### src/rtl/armleocpu_tlb_pkg.sv
// rtl/armleocpu_tlb_pkg.sv - shared widths, metadata bit indices and types for the TLB
package armleocpu_tlb_pkg;

  localparam int VPN_W  = 20;
  localparam int PPN_W  = 22;
  localparam int META_W = 8;

  localparam int META_V = 0;
  localparam int META_R = 1;
  localparam int META_W_BIT = 2;
  localparam int META_X = 3;
  localparam int META_U = 4;
  localparam int META_G = 5;
  localparam int META_A = 6;
  localparam int META_D = 7;

  typedef enum logic {
    ST_IDLE,
    ST_WALK
  } tlb_state_t;

  typedef struct packed {
    logic [PPN_W-1:0]  ppn;
    logic [META_W-1:0] meta;
  } tlb_data_t;

endpackage

### src/rtl/armleocpu_tlb_way.sv
// rtl/armleocpu_tlb_way.sv - one TLB entry: storage, valid bit and VPN match
module armleocpu_tlb_way
  import armleocpu_tlb_pkg::*;
(
  input  logic             clk,
  input  logic             rst_n,
  input  logic             clear,
  input  logic             write_en,
  input  logic [VPN_W-1:0] write_vpn,
  input  tlb_data_t        write_data,
  input  logic [VPN_W-1:0] cmp_vpn,
  output logic             hit,
  output tlb_data_t        data
);

  logic             valid;
  logic [VPN_W-1:0] vpn;

  always_ff @(posedge clk or negedge rst_n) begin
    if (!rst_n) begin
      valid <= 1'b0;
      vpn   <= '0;
      data  <= '0;
    end else if (clear) begin
      valid <= 1'b0;
    end else if (write_en) begin
      valid <= 1'b1;
      vpn   <= write_vpn;
      data  <= write_data;
    end
  end

  assign hit = valid && (vpn == cmp_vpn);

endmodule

### src/rtl/armleocpu_tlb.sv
// rtl/armleocpu_tlb.sv - fully-associative TLB in front of the page table walker
// Optional hit/miss counters are built when ARMLEOCPU_TLB_STATS_EN is defined.
module armleocpu_tlb
  import armleocpu_tlb_pkg::*;
#(
  parameter int ENTRIES = 8
) (
  input  logic              clk,
  input  logic              rst_n,
  input  logic              lookup_valid,
  input  logic [VPN_W-1:0]  lookup_vpn,
  output logic              lookup_ready,
  input  logic              invalidate,
  output logic              lookup_done,
  output logic [PPN_W-1:0]  lookup_ppn,
  output logic [META_W-1:0] lookup_metadata,
  output logic              lookup_pagefault,
  output logic              lookup_accessfault,
  output logic              resolve_request,
  output logic [VPN_W-1:0]  virtual_address,
  input  logic              resolve_done,
  input  logic              resolve_pagefault,
  input  logic              resolve_accessfault,
  input  logic [META_W-1:0] resolve_metadata,
  input  logic [PPN_W-1:0]  resolve_physical_address
`ifdef ARMLEOCPU_TLB_STATS_EN
  ,
  output logic [31:0]       stat_hits,
  output logic [31:0]       stat_misses
`endif
);

  localparam int ENTRIES_W = $clog2(ENTRIES);

  tlb_state_t           state;
  logic [ENTRIES_W-1:0] ptr;
  logic                 invalidate_pending;
  logic [ENTRIES-1:0]   hit_vec;
  tlb_data_t            way_data [ENTRIES];
  tlb_data_t            hit_data;
  logic                 any_hit;
  logic                 accept;
  logic                 walk_end;
  logic                 refill;
  logic                 clear_all;

  // Scan downwards so the lowest matching index ends up selected.
  always_comb begin
    any_hit  = 1'b0;
    hit_data = '0;
    for (int i = ENTRIES - 1; i >= 0; i--) begin
      if (hit_vec[i]) begin
        any_hit  = 1'b1;
        hit_data = way_data[i];
      end
    end
  end

  assign lookup_ready = (state == ST_IDLE) && !invalidate;
  assign accept       = lookup_valid && lookup_ready;
  assign walk_end     = (state == ST_WALK) && resolve_done;
  assign refill       = walk_end && !resolve_pagefault && !resolve_accessfault
                        && !invalidate_pending && !invalidate;
  assign clear_all    = ((state == ST_IDLE) && invalidate)
                        || (walk_end && (invalidate_pending || invalidate));

  for (genvar g = 0; g < ENTRIES; g++) begin : g_way
    armleocpu_tlb_way u_way (
      .clk        (clk),
      .rst_n      (rst_n),
      .clear      (clear_all),
      .write_en   (refill && (ptr == ENTRIES_W'(g))),
      .write_vpn  (virtual_address),
      .write_data ('{ppn: resolve_physical_address, meta: resolve_metadata}),
      .cmp_vpn    (lookup_vpn),
      .hit        (hit_vec[g]),
      .data       (way_data[g])
    );
  end

  always_ff @(posedge clk or negedge rst_n) begin
    if (!rst_n) begin
      state              <= ST_IDLE;
      ptr                <= '0;
      invalidate_pending <= 1'b0;
      lookup_done        <= 1'b0;
      lookup_ppn         <= '0;
      lookup_metadata    <= '0;
      lookup_pagefault   <= 1'b0;
      lookup_accessfault <= 1'b0;
      resolve_request    <= 1'b0;
      virtual_address    <= '0;
    end else begin
      lookup_done <= 1'b0;
      case (state)
        ST_IDLE: begin
          if (accept) begin
            if (any_hit) begin
              lookup_done        <= 1'b1;
              lookup_ppn         <= hit_data.ppn;
              lookup_metadata    <= hit_data.meta;
              lookup_pagefault   <= 1'b0;
              lookup_accessfault <= 1'b0;
            end else begin
              virtual_address <= lookup_vpn;
              resolve_request <= 1'b1;
              state           <= ST_WALK;
            end
          end
        end
        ST_WALK: begin
          if (invalidate)
            invalidate_pending <= 1'b1;
          if (resolve_done) begin
            resolve_request    <= 1'b0;
            lookup_done        <= 1'b1;
            lookup_ppn         <= resolve_physical_address;
            lookup_metadata    <= resolve_metadata;
            lookup_pagefault   <= resolve_pagefault;
            lookup_accessfault <= resolve_accessfault;
            invalidate_pending <= 1'b0;
            state              <= ST_IDLE;
            if (refill)
              ptr <= ptr + 1'b1;
          end
        end
        default: state <= ST_IDLE;
      endcase
    end
  end

`ifdef ARMLEOCPU_TLB_STATS_EN
  always_ff @(posedge clk or negedge rst_n) begin
    if (!rst_n) begin
      stat_hits   <= '0;
      stat_misses <= '0;
    end else if (accept) begin
      if (any_hit)
        stat_hits <= stat_hits + 32'd1;
      else
        stat_misses <= stat_misses + 32'd1;
    end
  end
`endif

endmodule

### config.mk
export PLATFORM = sky130hd
export DESIGN_NAME = armleocpu_tlb
export DESIGN_NICKNAME = d
export VERILOG_FILES = /design/src/rtl/armleocpu_tlb_pkg.sv /design/src/rtl/armleocpu_tlb_way.sv /design/src/rtl/armleocpu_tlb.sv
export SDC_FILE = /design/constraint.sdc
export NUM_CORES = 1
export LEC_CHECK = 0
export ABC_AREA = 0
export CAP_MARGIN = 20
export CORE_MARGIN = 2
export CORE_UTILIZATION = 41
export DETAILED_ROUTE_END_ITERATION = 6
export SLEW_MARGIN = 40
export SYNTH_ARGS = -nofsm -noshare
export SYNTH_HDL_FRONTEND = slang
export SYNTH_HIERARCHICAL = 1
export SYNTH_SLANG_ARGS = --single-unit
### constraint.sdc
create_clock -name clk -period 2.4 [get_ports clk]
set_input_delay 0.48 -clock clk [delete_from_list [all_inputs] [get_ports clk]]
set_output_delay 0.48 -clock clk [all_outputs]
set_load 0.02 [all_outputs]
==> flow_summary.json <==
{
  "fin_skew_ns": 0.0162,
  "powerDensity_nw_per_um2": 715,
  "synth_cell_type_count": 42,
  "grt_pass1_wl_um": 93900,
  "fin_crit_sh_pct": 113,
  "path_buf_inv": 7,
  "setup_viol": 54,
  "cts_buffers": 51,
  "crit_slowest_cell": "nor4_4",
  "cts_tree": "built",
  "dr.pass1.iters": 5,
  "path_max_fanout": 8,
  "synthCells": 1623,
  "whs_path_depth": 3,
  "clk_pin_slew_ns": 0.06,
  "hold_start": "lookup_vpn[19]",
  "final_common_cell": "dfrtp_1",
  "crit_family": "buffers and inverters",
  "drt_iter0_drc": 978,
  "fillerInstances": 4461,
  "ys_ff_latch": 467,
  "critPathMaxStageDelay_ns": 0.37,
  "synth_nets": 1686,
  "core_um2": 52700,
  "io_pins": 112,
  "wire_per_inst_um": 23.5,
  "gp_routability_congestion": 0.776,
  "nets": 1930,
  "syn2layout_area_growth_pct": 24.7,
  "startpoint_type": "input port",
  "cap_violations": 0,
  "synth_flop_cell": "dfrtp_1",
  "ant_nets": 0,
  "violations": "setup timing",
  "routed_wl_um": 60800,
  "post-dp-hpwl_um": 37000,
  "grt_pass1_vias": 15397,
  "hold_viol": 0,
  "ys_seq_area_share_pct": 53.5,
  "grt.overflow.total": 0,
  "clk_latency_ns": 0.59,
  "crit_type": "input port to register",
  "status": "finished, violations left",
  "hold_end": "virtual_address[19]",
  "setup_ws_ns": -0.322,
  "crit_path_start": "lookup_vpn[11]",
  "drive_gt1_share_pct": 38.1,
  "portBuffers": 111,
  "antenna_found_initial": 1,
  "track_usage_pct": 21.8,
  "vias": 14487,
  "dieArea_um2": 55100,
  "final_max_slew_viol_count": 0,
  "viasPerCell": 5.60,
  "fmax_ghz": 0.367,
  "fp.dieH_um": 235,
  "rsz0062_at_grt": "true",
  "layout_common_cells": "461 x dfrtp_1, 368 x mux2_2, 119 x buf_4, 101 x clkdlybuf4s50_1, 97 x xnor2_1",
  "critical_path.endpoint_type": "register",
  "power_leakage_nw": 12.6,
  "initial_core_util_pct": 41.5,
  "synth_edf_count": 0,
  "r2r_start": "g_way[6].u_way/vpn[11]",
  "row_count": 84,
  "ys_async_sr_fraction_pct": 100,
  "hold_path_class": "input port to register",
  "cts_sinks": 467,
  "synthesis.area_um2": 21800,
  "relSlewSlack_pct": 57.8,
  "grt_max_degree": 73,
  "multi_input_area_um2": 9460,
  "seq_area_um2": 11700,
  "detailedPlace.worstSlack_ns": -1.38,
  "die_width_um": 235,
  "worstMarginPinSlew_ns": 0.633,
  "ys_warn_count": 6,
  "critPathRequiredTime_ns": 2.91,
  "path_cells": "dlygate4sd2_1, buf_6, buf_4, xor2_1, nor4_1, nand3_1, nor4_4, buf_6, buf_12, nor4_4, a31oi_4, buf_6, clkbuf_16, o31ai_1, a31oi_1",
  "htreeDepth": 2,
  "drc": 0,
  "vdd.ir_drop.worst_mv": 0.505,
  "max-clock-path-buffers": 3,
  "ff2ff_setup_slack_ns": -0.31,
  "r2r-end": "lookup_metadata[0]",
  "arrival_ns": 3.23,
  "diodes": 0,
  "reg2reg_depth": 12,
  "period_needed_ns": 2.72,
  "post_synth.cell_area_avg_um2": 13.5,
  "utilization_pct": 51.7,
  "cp_common_cell": "buf_6",
  "root_buffer": "clkbuf_16"
}
-- metrics by stage --
stage	setup TNS, ns	total power, W	cells	hold WS, ns	instance area (um2)
final	-13.24	0.0195	2589	0.404	27200
after global routing	-17.98	0.0203	2589	0.409	27200
after CTS	-15.56	0.0196	2582	0.378	27000
after detailed placement	-229.42	0.0118	2473	0.478	25000
after global placement	-236.07	0.0118	2473	0.470	25000
after floorplan	-0.0444	0.0103	1623	0.184	21900
-- registers in the layout, summed over array words and instances, names as in the netlist, 3 cells and up --
name and count:
g_way.u_way/data 240, g_way.u_way/vpn 160, lookup_ppn 22, virtual_address 20, g_way.u_way/valid 8, lookup_metadata 8
ptr 3
-- power breakdown --
part,switching (W),internal [W]
Sequential,0.000633,0.00849
Clock,0.00315,0.00451
Combinational,0.00130,0.00138
Total,0.00509,0.0144
-- worst max path at each step --
stage	cells after the start	slack, ns	end
floorplan	9	-0.002	lookup_metadata[7]
global placement	12	-1.36	lookup_metadata[2]
detailed placement	12	-1.38	lookup_ppn[2]
CTS	10	-0.37	lookup_ppn[12]
global route	10	-0.39	lookup_ppn[19]
finish	15	-0.32	lookup_metadata[0]
-- worst register-to-register path, delay by kind of cell (launching register included) --
kind,cells,cell delay (ns)
simple gates,4,0.98
xor+xnor,1,0.15
flops,1,0.39
buf+inv,4,0.68
compound gates,3,0.42
-- what timing repair did --
item	4_1_cts	5_1_grt
endpoints found under the setup margin	56	335
hold buffers	1	0
hold endpoints to repair	42	0
cloned	7	4
pin swaps	36	7
setup buffers	14	6
resized for setup	45	21
-- layout make-up --
type                            count  area share, %
Clock inverter                      7          0.221
Timing Repair Buffer              305           12.6
Sequential cell                   467           43.0
Multi-Input combinational cell   1004           34.8
Tap cell                          688           3.16
Clock buffer                       80           5.72
Inverter                           38          0.533
-- synthesized netlist by cell type (30+ instances only) --
library cell,number,area (um2)
inv_1,37,139
nand3b_1,30,225
dfrtp_1,467,11700
mux2_1,32,360
or3_1,30,188
o31ai_1,30,225
buf_2,32,160
a21oi_1,33,165
nand2_1,34,128
buf_6,43,484
xnor2_1,97,850
a221oi_1,30,263
clkbuf_1,39,146
xor2_1,64,561
mux2_2,370,4170
a31oi_1,30,188
-- kinds of logic (layout without fill, tap and decap cells) --
group                      after synthesis  in the layout  share of synthesized area (%)
AOI/OAI and AO/OA                      219            219                           7.84
xor gates and xnor gates               161            161                           6.46
adders and majority gates                6              6                          0.344
buffers and inverters                  152            430                           4.27
DFF                                    467            467                           53.5
muxes                                  421            421                           22.0
and+or+nand+nor                        197            197                           5.55
-- per-layer routing --
layer | up-vias | global-route usage [%] | wire length (um)
met2 | 424 | 35.0 | 28600
met4 | 2 | 6.19 | 1280
met1 | 7547 | 30.3 | 27300
met5 | - | 0 | 11
met3 | 89 | 4.21 | 3680
li1 | 6425 | - | -
No activity file was read; power rests on OpenSTA's default activity.
